<file path="config.mk">
export PLATFORM = sky130hd
export DESIGN_NAME = seq_playback_ctrl
export DESIGN_NICKNAME = d
export VERILOG_FILES = /design/src/rtl/seq_playback_ctrl.sv
export SDC_FILE = /design/constraint.sdc
export NUM_CORES = 1
export LEC_CHECK = 0
export CAP_MARGIN = 15
export CORE_UTILIZATION = 48
export DETAILED_ROUTE_END_ITERATION = 10
export PLACE_DENSITY = 0.76
export SETUP_SLACK_MARGIN = 0.2
export SLEW_MARGIN = 40
export SYNTH_ARGS = -nofsm -noshare
export SYNTH_HDL_FRONTEND = slang
export SYNTH_SLANG_ARGS = --single-unit
</file>
<file path="constraint.sdc">
create_clock -name CLK_50 -period 2.3 [get_ports CLK_50]
set_input_delay 0.46 -clock CLK_50 [delete_from_list [all_inputs] [get_ports CLK_50]]
set_output_delay 0.46 -clock CLK_50 [all_outputs]
set_load 0.05 [all_outputs]
</file>
<file path="src/rtl/seq_playback_ctrl.sv">
`default_nettype none
// ============================================================================
// Module   : seq_playback_ctrl
// Purpose  : Selects a sequence index with two debounced-by-sync pushbuttons,
//            fetches that sequence's directory entry (start, length, valid)
//            and steps a pattern ROM address through the sequence on every
//            step_tick, wrapping back to the start at the end.
// Revision : 1.0  initial release
// ----------------------------------------------------------------------------
// Ports
//   CLK_50       in   1   system clock, rising edge active
//   reset        in   1   asynchronous active-high reset
//   pb_seq_up    in   1   raw pushbutton, next sequence
//   pb_seq_dn    in   1   raw pushbutton, previous sequence
//   step_tick    in   1   one-cycle step enable
//   dir_rd_addr  out  6   directory RAM read address (= seq_num)
//   dir_rd_data  in   32  directory entry, 1-cycle read latency
//                         [9:0] start, [19:10] length, [31] valid
//   rom_addr     out  10  pattern ROM address of current step
//   seq_num      out  6   selected sequence index
//   load         out  1   pulse: rom_addr holds a new step
//   at_end       out  1   pulse: this load wrapped back to start
//   playing      out  1   high while in PLAY
// ============================================================================
module seq_playback_ctrl #(
    parameter int PB_SYNC_STAGES = 2
) (
    input  logic        CLK_50,
    input  logic        reset,
    input  logic        pb_seq_up,
    input  logic        pb_seq_dn,
    input  logic        step_tick,
    output logic [5:0]  dir_rd_addr,
    input  logic [31:0] dir_rd_data,
    output logic [9:0]  rom_addr,
    output logic [5:0]  seq_num,
    output logic        load,
    output logic        at_end,
    output logic        playing
);

    typedef enum logic [1:0] {
        S_FETCH = 2'd0,
        S_LATCH = 2'd1,
        S_PLAY  = 2'd2,
        S_HALT  = 2'd3
    } state_t;

    state_t                    r_state;
    logic [PB_SYNC_STAGES-1:0] r_up_sync;
    logic [PB_SYNC_STAGES-1:0] r_dn_sync;
    logic                      r_up_prev;
    logic                      r_dn_prev;
    logic [5:0]                r_seq_num;
    logic [9:0]                r_rom_addr;
    logic [9:0]                r_start;
    logic [9:0]                r_length;
    logic [9:0]                r_step_cnt;
    logic                      r_load;
    logic                      r_at_end;

    logic w_up_ev;
    logic w_dn_ev;
    logic w_seq_change;
    logic w_entry_ok;
    logic w_unused_bits;

    // Rising edge of the last synchronizer stage gives a one-cycle event.
    assign w_up_ev      = r_up_sync[PB_SYNC_STAGES-1] & ~r_up_prev;
    assign w_dn_ev      = r_dn_sync[PB_SYNC_STAGES-1] & ~r_dn_prev;
    // Simultaneous up and down cancel out: no index change, no refetch.
    assign w_seq_change = w_up_ev ^ w_dn_ev;
    assign w_entry_ok   = dir_rd_data[31] && (dir_rd_data[19:10] != 10'd0);
    assign w_unused_bits = &{1'b0, dir_rd_data[30:20]};

    always_ff @(posedge CLK_50 or posedge reset) begin
        if (reset) begin
            r_state    <= S_FETCH;
            r_up_sync  <= '0;
            r_dn_sync  <= '0;
            r_up_prev  <= 1'b0;
            r_dn_prev  <= 1'b0;
            r_seq_num  <= 6'd0;
            r_rom_addr <= 10'd0;
            r_start    <= 10'd0;
            r_length   <= 10'd0;
            r_step_cnt <= 10'd0;
            r_load     <= 1'b0;
            r_at_end   <= 1'b0;
        end else begin
            r_up_sync <= {r_up_sync[PB_SYNC_STAGES-2:0], pb_seq_up};
            r_dn_sync <= {r_dn_sync[PB_SYNC_STAGES-2:0], pb_seq_dn};
            r_up_prev <= r_up_sync[PB_SYNC_STAGES-1];
            r_dn_prev <= r_dn_sync[PB_SYNC_STAGES-1];
            r_load    <= 1'b0;
            r_at_end  <= 1'b0;

            if (w_seq_change) begin
                // A new selection aborts whatever is going on; a step_tick
                // arriving in this same cycle is deliberately dropped.
                r_seq_num <= w_up_ev ? r_seq_num + 6'd1 : r_seq_num - 6'd1;
                r_state   <= S_FETCH;
            end else begin
                case (r_state)
                    // Directory address already equals seq_num; this cycle
                    // just covers the RAM read latency.
                    S_FETCH: r_state <= S_LATCH;
                    S_LATCH: begin
                        r_start  <= dir_rd_data[9:0];
                        r_length <= dir_rd_data[19:10];
                        if (w_entry_ok) begin
                            r_rom_addr <= dir_rd_data[9:0];
                            r_step_cnt <= 10'd0;
                            r_load     <= 1'b1;
                            r_state    <= S_PLAY;
                        end else begin
                            r_state <= S_HALT;
                        end
                    end
                    S_PLAY: begin
                        if (step_tick) begin
                            r_load <= 1'b1;
                            if (r_step_cnt == r_length - 10'd1) begin
                                r_rom_addr <= r_start;
                                r_step_cnt <= 10'd0;
                                r_at_end   <= 1'b1;
                            end else begin
                                // 10-bit add rolls 1023 -> 0 naturally.
                                r_rom_addr <= r_rom_addr + 10'd1;
                                r_step_cnt <= r_step_cnt + 10'd1;
                            end
                        end
                    end
                    S_HALT:  r_state <= S_HALT;
                    default: r_state <= S_FETCH;
                endcase
            end
        end
    end

    assign dir_rd_addr = r_seq_num;
    assign seq_num     = r_seq_num;
    assign rom_addr    = r_rom_addr;
    assign load        = r_load;
    assign at_end      = r_at_end;
    assign playing     = (r_state == S_PLAY);

endmodule
`default_nettype wire

</file>
==> run summary <==
Top Ports = 62
metal3 WL = 347 um
die area = 7400 sq um
Worst-Skew Late Latency = 310 ps
fin cells = 495
drt pass-1 iters = 4
Total Power = 6.08 mW
die height = 86 um
worst slew pin tran = 526 ps
core footprint = 6790 sq um
Inserted Diodes = 0
Max Clk Rate = 0.459 GHz
Starting Density = 49.9%
post-synthesis register bit count = 56
status = complete, no violations
pin count of the biggest net entering global routing = 57
vias in the first global route = 2774
CP Launch Type = flop
final clock skew = 12.1 ps
Switching Fraction = 44.3%
FF-to-FF Start = r_length[0]
Crit. End Element = flop
Clk pin slew, worst setup/hold paths = 110 ps
Avg Cell Area, Syn = 10.1 sq um
RSZ-0062 raised after global routing = true
nets = 446
root buffer cell = clkbuf_8
Hold WC Path Type = flop to flop
Routed WL = 7930 um
setup TNS = 0 ps
most common cell in the netlist = dfrtp_1
Lkg Pwr = 1.91 nW
crit share post-route = 94.7%
number of synthesized flops with an enable pin = 0
CP arrival = 2380 ps
DP Area = 4090 sq um
share of layout cells above drive strength 1 = 25.1%
post-synth top area share = 41.4%
post-route ant nets = 0
maxcap violations = 0
Congestion Overflow GR = 0
sequential cell area fraction in the yosys report = 41.4%
H-Tree Depth = 2
leading area contributor after synthesis = dfrtp_1
Setup WS pre-CTS = -402 ps
Yosys cell types = 60
M1 WL = 3280 um
TritonCTS clock tree = built
final worst slack = 122 ps
WS Path Type = flop to flop
P_sw = 2.70 mW
Final Util = 66.3%
Post-Layout Inst Area = 4500 sq um
Ys Warns = 0
Worst VDD drop = 0.780 mV
combinational power share = 56.2%
clock share of power = 14.4%
async set-reset flop share out of synthesis = 100%
Slew HR = 64.8%
DR top layer = met4
Layout area overhead = 33.0%
port bufs = 50
Area contributors post-synth = dfrtp_1, mux2_2, mux2i_1, ha_1, nand2_1
dpl cells = 481
total power per unit cell area = 1350 nW/um^2
die width = 86 um
part of the power in registers = 29.4%
row cnt = 30
Initial DRC Count = 253
drt drc = 0
Worst R2R Setup Slack = 120 ps
Hold Startpoint = r_up_sync[0]
Worst Path Max Fanout = 7
wire per inst = 16.0 um
first-pass GRT wire length = 13200 um
Placer Congestion = 0.836
WL met2 = 4210 um
GRT Overall Usage = 22.5%
routed vias = 2779
final setup fails = 0
clock sinks = 56
CTS Buf Count = 5
Top FF cell, synth = dfrtp_1
Syn Nets = 382
commonest cells in the netlist = dfrtp_1, nand2_1, mux2_2, nor2_1, mux2i_1
Cell Int Power = 3.38 mW
Max Slew Vio Count = 0
initial antenna violation count = 0
vias per cell = 5.61
Max Root-Sink Buffers = 2
post-synthesis cell area = 3390 sq um
cells after synthesis = 334
post-route minimum period = 2180 ps
final hold viol count = 0
Worst Hold Margin = 361 ps
CP Data Required Time = 2500 ps
Detailed Place HPWL = 5460 um
worst setup path start = r_length[0]
[layout make-up]
| class | count | area (sq um) |
|---|---|---|
| flip-flops and latches | 56 | 1400 |
| fillers | 540 | 2290 |
| repair buffers | 81 | 805 |
| inverters | 14 | 52.6 |
| multi-input cells | 240 | 1960 |
| well taps | 96 | 120 |
| clock inverters | 3 | 90.1 |
| clock buffers | 5 | 68.8 |
[flip-flops by register name (all words and copies together) (netlist names)]
signal / count
r_up_prev: 1
rom_addr: 10
r_state: 2
r_dn_prev: 1
r_up_sync: 2
r_start: 10
load: 1
r_dn_sync: 2
dir_rd_addr: 6
r_length: 10
r_step_cnt: 10
at_end: 1
[worst max-delay path: stages, from the launching register on]
cell and delay [ps]:
dfrtp_1 420, inv_2 60, ha_4 180, o21ba_1 190, a221oi_2 230, a41o_1 250, o2111ai_4 250, nand3_1 140
or3b_1 340
[routing by layer]
metal  up-vias  global-route usage (%)
li1       1327                       -
met1      1384                    28.4
met2        58                    40.3
met3        10                    2.89
met4         0                    6.67
met5         -                       0
[timing repair]
action,CTS,global route
setup endpoints to repair,25,29
setup buffers,3,2
pin swaps,17,11
resized for setup,29,23
gates cloned,1,0
hold buffers,0,0
[path summary, 6_finish.rpt]
path | to | depth (start not counted)
min reg2reg | r_up_sync[1] | 0
max | rom_addr[9] | 8
min in group asynchronous | r_length[5] | 3
max reg2reg | rom_addr[9] | 8
max in group asynchronous | rom_addr[0] | 3
min | r_up_sync[1] | 0
[cells in the final DEF (no fill, tap or decap), drive strengths merged, types with 2 or more instances in the layout]
cell type	n
dfrtp	56
clkdlybuf4s50	36
buf	32
nand2	27
mux2	25
o21ai	18
nor2	17
mux2i	15
inv	14
nand3	13
a31oi	13
nor3	10
ha	10
xnor2	9
dlymetal6s2s	9
xor2	9
a21oi	8
nand4	7
nor2b	6
clkbuf	5
and3	4
or3	4
dlygate4sd2	4
nand2b	4
nor4	3
o22ai	3
and2	3
bufinv	3
o2111ai	3
a211oi	2
o211ai	2
o21a	2
[power by group through the flow]
| stage | registers, mW | clock network, mW | logic (mW) |
|---|---|---|---|
| 2_1_floorplan | 2.20 | 0 | 1.90 |
| 3_3_place_gp | 1.78 | 0 | 3.12 |
| 3_5_place_dp | 1.80 | 0 | 3.21 |
| 4_1_cts | 1.78 | 0.890 | 3.31 |
| 5_1_grt | 1.86 | 0.931 | 3.70 |
| 6_report | 1.79 | 0.878 | 3.42 |
[cell families after synthesis]
group	after synthesis	synth area share, %
mux	40	12.7
compound gates	67	13.4
flops	56	41.4
simple gates	103	16.7
xor+xnor	19	5.32
fa+ha+maj	11	4.29
buf+inv	38	6.24
No activity file was read; power rests on OpenSTA's default activity.
